[config.mk]
export PLATFORM = sky130hd
export DESIGN_NAME = fetch_redirect_unit
export DESIGN_NICKNAME = d
export VERILOG_FILES = /design/src/rtl/fetch_pkg.sv /design/src/rtl/pc_next_sel.sv /design/src/rtl/fetch_redirect_unit.sv
export SDC_FILE = /design/constraint.sdc
export NUM_CORES = 1
export LEC_CHECK = 0
export BUFFER_PORTS_ARGS = -buffer_cell sky130_fd_sc_hd__buf_2
export CORE_ASPECT_RATIO = 2
export CORE_UTILIZATION = 54
export CTS_BUF_LIST = sky130_fd_sc_hd__clkbuf_8
export CTS_CLUSTER_SIZE = 25
export DETAILED_ROUTE_END_ITERATION = 10
export HOLD_SLACK_MARGIN = 0.03
export MAX_ROUTING_LAYER = met4
export PLACE_DENSITY = 0.88
export SYNTH_ARGS = -nofsm -noshare
export SYNTH_HDL_FRONTEND = slang
export SYNTH_SLANG_ARGS = --single-unit
[constraint.sdc]
create_clock -name clk -period 5.4 [get_ports clk]
set_input_delay 1.08 -clock clk [delete_from_list [all_inputs] [get_ports clk]]
set_output_delay 1.08 -clock clk [all_outputs]
set_load 0.02 [all_outputs]
[src/rtl/fetch_pkg.sv]
// Shared types and constants for the instruction-fetch front end.
package fetch_pkg;
    typedef enum logic [1:0] {
        S_REQ,
        S_WAIT,
        S_HOLD
    } fetch_state_e;

    localparam logic [31:0] INSTR_NOP = 32'h0000_0013;
    localparam int unsigned PC_STEP   = 4;
endpackage

[src/rtl/pc_next_sel.sv]
// Next-PC selection: a redirect beats sequential advance, which beats hold.
// Also flags a redirect target that is not word aligned.
module pc_next_sel
    import fetch_pkg::*;
#(
    parameter int XLEN = 32
) (
    input  logic [XLEN-1:0] pc,
    input  logic            advance,
    input  logic            branch_taken,
    input  logic [XLEN-1:0] branch_target,
    output logic [XLEN-1:0] pc_next,
    output logic            misaligned
);
    always_comb begin
        pc_next = pc;
        if (branch_taken)
            pc_next = {branch_target[XLEN-1:2], 2'b00};
        else if (advance)
            pc_next = pc + XLEN'(PC_STEP);
    end

    assign misaligned = branch_taken & (|branch_target[1:0]);
endmodule

[src/rtl/fetch_redirect_unit.sv]
// Fetch front end: one outstanding imem request, output register to decode,
// and redirect handling that squashes the output and drops a stale response.
module fetch_redirect_unit
    import fetch_pkg::*;
#(
    parameter int              XLEN     = 32,
    parameter logic [XLEN-1:0] RESET_PC = '0
) (
    input  logic            clk,
    input  logic            rst,
    input  logic            branch_taken,
    input  logic [XLEN-1:0] branch_target,
    output logic            imem_req_valid,
    input  logic            imem_req_ready,
    output logic [XLEN-1:0] imem_req_addr,
    input  logic            imem_rsp_valid,
    input  logic [XLEN-1:0] imem_rsp_data,
    output logic            fetch_valid,
    output logic [XLEN-1:0] fetch_pc,
    output logic [XLEN-1:0] fetch_instr,
    input  logic            decode_ready,
    output logic            flush,
    output logic            misaligned_tgt
);
    fetch_state_e    state;
    logic [XLEN-1:0] pc;
    logic [XLEN-1:0] pc_next;
    logic            drop_pending;
    logic            out_valid;
    logic [XLEN-1:0] out_pc;
    logic [XLEN-1:0] out_instr;
    logic            misaligned_d;
    logic            misaligned_q;
    logic            advance;

    assign advance = (state == S_HOLD) & decode_ready;

    pc_next_sel #(.XLEN(XLEN)) u_pc_next_sel (
        .pc            (pc),
        .advance       (advance),
        .branch_taken  (branch_taken),
        .branch_target (branch_target),
        .pc_next       (pc_next),
        .misaligned    (misaligned_d)
    );

    always_ff @(posedge clk) begin
        if (rst) begin
            state        <= S_REQ;
            pc           <= RESET_PC;
            drop_pending <= 1'b0;
            out_valid    <= 1'b0;
            out_pc       <= RESET_PC;
            out_instr    <= XLEN'(INSTR_NOP);
            misaligned_q <= 1'b0;
        end else begin
            pc           <= pc_next;
            misaligned_q <= misaligned_d;
            if (branch_taken) begin
                // Redirect wins: squash output; an in-flight response becomes stale.
                out_valid <= 1'b0;
                out_instr <= XLEN'(INSTR_NOP);
                case (state)
                    S_REQ: begin
                        if (imem_req_ready) begin
                            state        <= S_WAIT;
                            drop_pending <= 1'b1;
                        end
                    end
                    S_WAIT: begin
                        if (imem_rsp_valid) begin
                            state        <= S_REQ;
                            drop_pending <= 1'b0;
                        end else begin
                            drop_pending <= 1'b1;
                        end
                    end
                    default: state <= S_REQ;
                endcase
            end else begin
                case (state)
                    S_REQ: begin
                        if (imem_req_ready)
                            state <= S_WAIT;
                    end
                    S_WAIT: begin
                        if (imem_rsp_valid) begin
                            if (drop_pending) begin
                                drop_pending <= 1'b0;
                                state        <= S_REQ;
                            end else begin
                                state     <= S_HOLD;
                                out_valid <= 1'b1;
                                out_pc    <= pc;
                                out_instr <= imem_rsp_data;
                            end
                        end
                    end
                    S_HOLD: begin
                        if (decode_ready) begin
                            state     <= S_REQ;
                            out_valid <= 1'b0;
                            out_instr <= XLEN'(INSTR_NOP);
                        end
                    end
                    default: state <= S_REQ;
                endcase
            end
        end
    end

    assign imem_req_valid = (state == S_REQ) & ~rst;
    assign imem_req_addr  = pc;
    assign fetch_valid    = out_valid;
    assign fetch_pc       = out_pc;
    assign fetch_instr    = out_instr;
    assign flush          = branch_taken;
    assign misaligned_tgt = misaligned_q;
endmodule

==> results.rst <==
.. list-table::
   :header-rows: 1

   * - Metric
     - Value
   * - Cell area after synthesis
     - about 4200 µm²
   * - Fraction of final layout cells sized beyond drive strength 1
     - 0.2889
   * - Clock tree from TritonCTS
     - yes
   * - Final hold vios
     - 0
   * - DR vias
     - roughly 4400
   * - Synth warnings
     - 0
   * - Count of hold buffers inserted by post-cts repair
     - 0
   * - Routed wire per std cell
     - between 15 and 20 µm
   * - Total of endpoints with negative setup slack in the final report
     - 0
   * - Via count of the first global-routing pass
     - a little over 4000
   * - R2R depth
     - 5
   * - Setup repair after global routing missed its margin
     - false
   * - CP required
     - between 5 and 6 ns
   * - Die area
     - ~8200 µm²
   * - Kind of path behind the tightest hold check
     - reg2reg
   * - Post-synth EDFFs
     - 0
   * - Final standard cell area without fillers
     - 5211 µm²
   * - Total inserted antenna cells
     - 0
   * - Pin count of the biggest net entering global routing
     - 50
   * - Drt first-iter violations
     - 300
   * - Total Nets Final
     - around 740
   * - Worst setup path startpoint
     - rst
   * - Number of placed I/O pins
     - 170
   * - Drt drc
     - 0
   * - H-tree depth
     - 3
   * - Logic pwr share
     - 0.124
   * - Die height
     - roughly 130 µm
   * - Maximum root-to-sink buffer count
     - 2
   * - GPL Wtd Cong
     - 0.8873
   * - Number of max-cap violations
     - 0
   * - IR Drop Worst-Case VDD
     - 0.2227 mV
   * - Leakage power summed over all cells
     - roughly 0.0022 µW
   * - Setup crit start kind
     - primary input
   * - Biggest fanout along the worst timing path
     - between 40 and 50
   * - Library cell occupying the most area in the post-synthesis netlist
     - sky130_fd_sc_hd__dfxtp_1
   * - Buffers added on ports
     - 165
   * - Synth top area share
     - 0.4578
   * - Final period utilization
     - 0.5230
   * - Die X-Extent
     - ~65 µm
   * - Crit path capture
     - imem_req_addr[29]
   * - Post-DP HPWL
     - around 8500 µm
   * - Clock Root Buffer
     - sky130_fd_sc_hd__clkbuf_8
   * - Share of flip-flops with an asynchronous set or reset after synthesis
     - 0
   * - Routed via count divided by cell count
     - ~5.8
   * - Router iterations before antenna repair
     - 7
   * - Number of buffers inserted by post-CTS setup repair
     - 0
   * - Most used cells in the layout excluding fill and tap cells
     - 165 x sky130_fd_sc_hd__buf_2, 111 x sky130_fd_sc_hd__nand2_1, 97 x sky130_fd_sc_hd__dfxtp_1, 64 x sky130_fd_sc_hd__a21oi_1, 41 x sky130_fd_sc_hd__nand3_1
   * - Total clock buffers created by CTS
     - 9
   * - Max Clock Skew
     - approximately 0.013 ns
   * - Status
     - finished, final reports clean
   * - Number of antenna violations at the first check in global routing
     - 0
   * - Overall routing resource usage
     - 0.2955
   * - Count of distinct cell types in the synthesized netlist
     - between 50 and 60
   * - Area of placed instances
     - around 5000 µm²
   * - Internal portion of total power
     - 990.8 µW
   * - Number of nets still failing antenna checks after routing
     - 0
   * - Relative slew slack
     - 0.2031
   * - Proportion of power drawn by the clock network
     - 0.308
   * - Critical path class
     - in2reg
   * - Synthesized instance count
     - 534
   * - Highest-utilization routing layer at the global route stage
     - met2
   * - Met2 Usage GRT
     - 0.4978
   * - Met3 GRT Util
     - 0.06161
   * - Net switching component of the power
     - between 300 and 400 µW
   * - Multi-input combinational cell area
     - between 2000 and 2500 µm²
   * - Leftover overflow at the end of global routing
     - 0
   * - Global Route met1 Usage
     - 0.3042
   * - Leading cell type in the layout, fill and taps excluded
     - sky130_fd_sc_hd__buf_2
   * - Starting density of the core
     - 0.5580
   * - Sequential share of power
     - 0.568
   * - Endpoint type of the worst setup path
     - register
   * - Floorplan row count
     - between 40 and 50
   * - Post-layout min period
     - 2.824 ns
   * - Clock-pin slew of the registers on the worst-case setup and hold paths
     - ~0.080 ns
   * - Total of cells resized after clock tree synthesis
     - 0
   * - Overall routed net length
     - 11760 µm
   * - Most area-consuming cells after synthesis
     - sky130_fd_sc_hd__dfxtp_1 46%, sky130_fd_sc_hd__nand2_1 9.8%, sky130_fd_sc_hd__a21oi_1 7.6%
   * - Area delta synth->final
     - 22.86%
   * - Share of synthesized area occupied by flip-flops and latches
     - 0.4578
   * - Filler instances
     - around 630
   * - Worst r2r dst
     - imem_req_addr[22]
   * - Most common flop cell mapped by yosys
     - sky130_fd_sc_hd__dfxtp_1
   * - Arrival time of data at the critical path endpoint
     - between 3 and 4 ns
   * - Peak clock frequency supported by timing
     - roughly 350 MHz
   * - TNS Setup
     - 0 ns
   * - Register-to-register setup slack
     - 2.92 ns
   * - Avg Inst Size Synth
     - 7.943 µm²
   * - Startpoint of the most critical register-to-register path
     - imem_req_addr[2]
   * - Max-slew violation count
     - 0
   * - Clock net sink count
     - 97
   * - Switching share of power
     - 0.2756
   * - Core area
     - 7601 µm²
   * - Power per unit of standard cell area
     - roughly 260 nW/µm²
   * - Worst Tran Pin Value
     - around 1.2 ns
   * - Clock latency of the later-clocked register in the worst-skew pair
     - about 0.36 ns
   * - Seq cells post-synth
     - 97
   * - First-pass GRT wire length
     - 18240 µm
   * - Sequential Area
     - approximately 2000 µm²
-- state kept, by name (all words and copies together), names as in the netlist --
signal and flops:
drop_pending 1, fetch_instr 32, fetch_pc 30, fetch_valid 1, imem_req_addr 30, misaligned_tgt 1
state 2
-- metal layers --
layer / vias to the layer above / wire length [µm] / share of wire
li1: 2153 / - / -
met1: 2029 / 4287 / 0.36
met2: 210 / 6311 / 0.54
met3: 38 / 683 / 0.058
met4: 0 / 478 / 0.041
met5: - / 0 / 0
-- cell type report --
type / count / share of cell area
clock buffers: 11 / 0.02905
clock inverters: 5 / 0.004322
inverters: 5 / 0.003601
multi-input cells: 387 / 0.4022
flip-flops and latches: 97 / 0.3726
well taps: 94 / 0.02257
repair buffers: 170 / 0.1657
-- stage by stage --
step,power [µW],hold slack [ns],utilization,cells,worst slack [ns]
2_1_floorplan,889.9,0.4769,-,537,2.396
3_3_place_gp,956.0,0.4382,0.6627,753,2.258
3_5_place_dp,961.3,0.4458,0.6627,753,2.223
4_1_cts,1374,0.4576,0.6856,769,2.620
5_1_grt,1422,0.4711,0.6856,769,2.460
6_report,1368,0.4542,0.6856,769,2.576
-- how the worst min path moves through the flow --
| stage | slack [ns] | endpoint | startpoint | cells after the start |
|---|---|---|---|---|
| final | 0.45 | fetch_pc[13] | fetch_pc[13] | 2 |
| after detailed placement | 0.45 | fetch_pc[13] | fetch_pc[13] | 2 |
| after CTS | 0.46 | fetch_pc[13] | fetch_pc[13] | 2 |
| after floorplan | 0.48 | drop_pending | drop_pending | 2 |
| after global placement | 0.44 | fetch_pc[17] | fetch_pc[17] | 2 |
| after global routing | 0.47 | fetch_pc[17] | fetch_pc[17] | 2 |
-- cells in the mapped netlist (2+ instances only) --
master / instances
sky130_fd_sc_hd__buf_2: 5
sky130_fd_sc_hd__nor4b_1: 3
sky130_fd_sc_hd__o31ai_1: 6
sky130_fd_sc_hd__xor2_1: 5
sky130_fd_sc_hd__nand4_1: 11
sky130_fd_sc_hd__nand2_1: 111
sky130_fd_sc_hd__dfxtp_1: 97
sky130_fd_sc_hd__and2_1: 2
sky130_fd_sc_hd__a2111oi_0: 4
sky130_fd_sc_hd__nor3b_1: 2
sky130_fd_sc_hd__nand3_1: 41
sky130_fd_sc_hd__a21oi_1: 64
sky130_fd_sc_hd__nor2_1: 37
sky130_fd_sc_hd__or4_1: 11
sky130_fd_sc_hd__o21ai_0: 11
sky130_fd_sc_hd__o21bai_1: 2
sky130_fd_sc_hd__or3_1: 9
sky130_fd_sc_hd__a31oi_1: 2
sky130_fd_sc_hd__a311oi_1: 13
sky130_fd_sc_hd__buf_1: 2
sky130_fd_sc_hd__nor4_1: 4
sky130_fd_sc_hd__or4_4: 2
sky130_fd_sc_hd__a211oi_1: 7
sky130_fd_sc_hd__xnor2_1: 4
sky130_fd_sc_hd__and4_1: 4
sky130_fd_sc_hd__buf_4: 5
sky130_fd_sc_hd__clkbuf_1: 34
sky130_fd_sc_hd__inv_1: 5
sky130_fd_sc_hd__nor3_1: 8
-- power by group through the flow --
stage          Sequential [µW]  Clock [µW]  Combinational [µW]
4_1_cts                    775         429                 170
3_3_place_gp               791           0                 165
5_1_grt                    780         457                 185
2_1_floorplan              810           0                80.4
6_report                   777         421                 170
3_5_place_dp               792           0                 169
-- cell families (layout without fill, tap and decap cells) --
kind of cell | Yosys count | in the layout | synth area share
simple gates | 257 | 257 | 0.2976
compound gates | 116 | 116 | 0.1673
fa+ha+maj | 1 | 1 | 0.002949
xor+xnor | 9 | 9 | 0.01858
other cells | 1 | 4 | 0.0008841
buf+inv | 53 | 191 | 0.05487
flops | 97 | 97 | 0.4578
-- critical path: stages --
cell and delay (ns):
sky130_fd_sc_hd__buf_2 0.30, sky130_fd_sc_hd__buf_4 0.49, sky130_fd_sc_hd__or2_2 0.61, sky130_fd_sc_hd__nor2_1 0.06, sky130_fd_sc_hd__nor4b_1 0.15, sky130_fd_sc_hd__or3_1 0.34
Note: power is estimated with default switching activity, not from simulation.
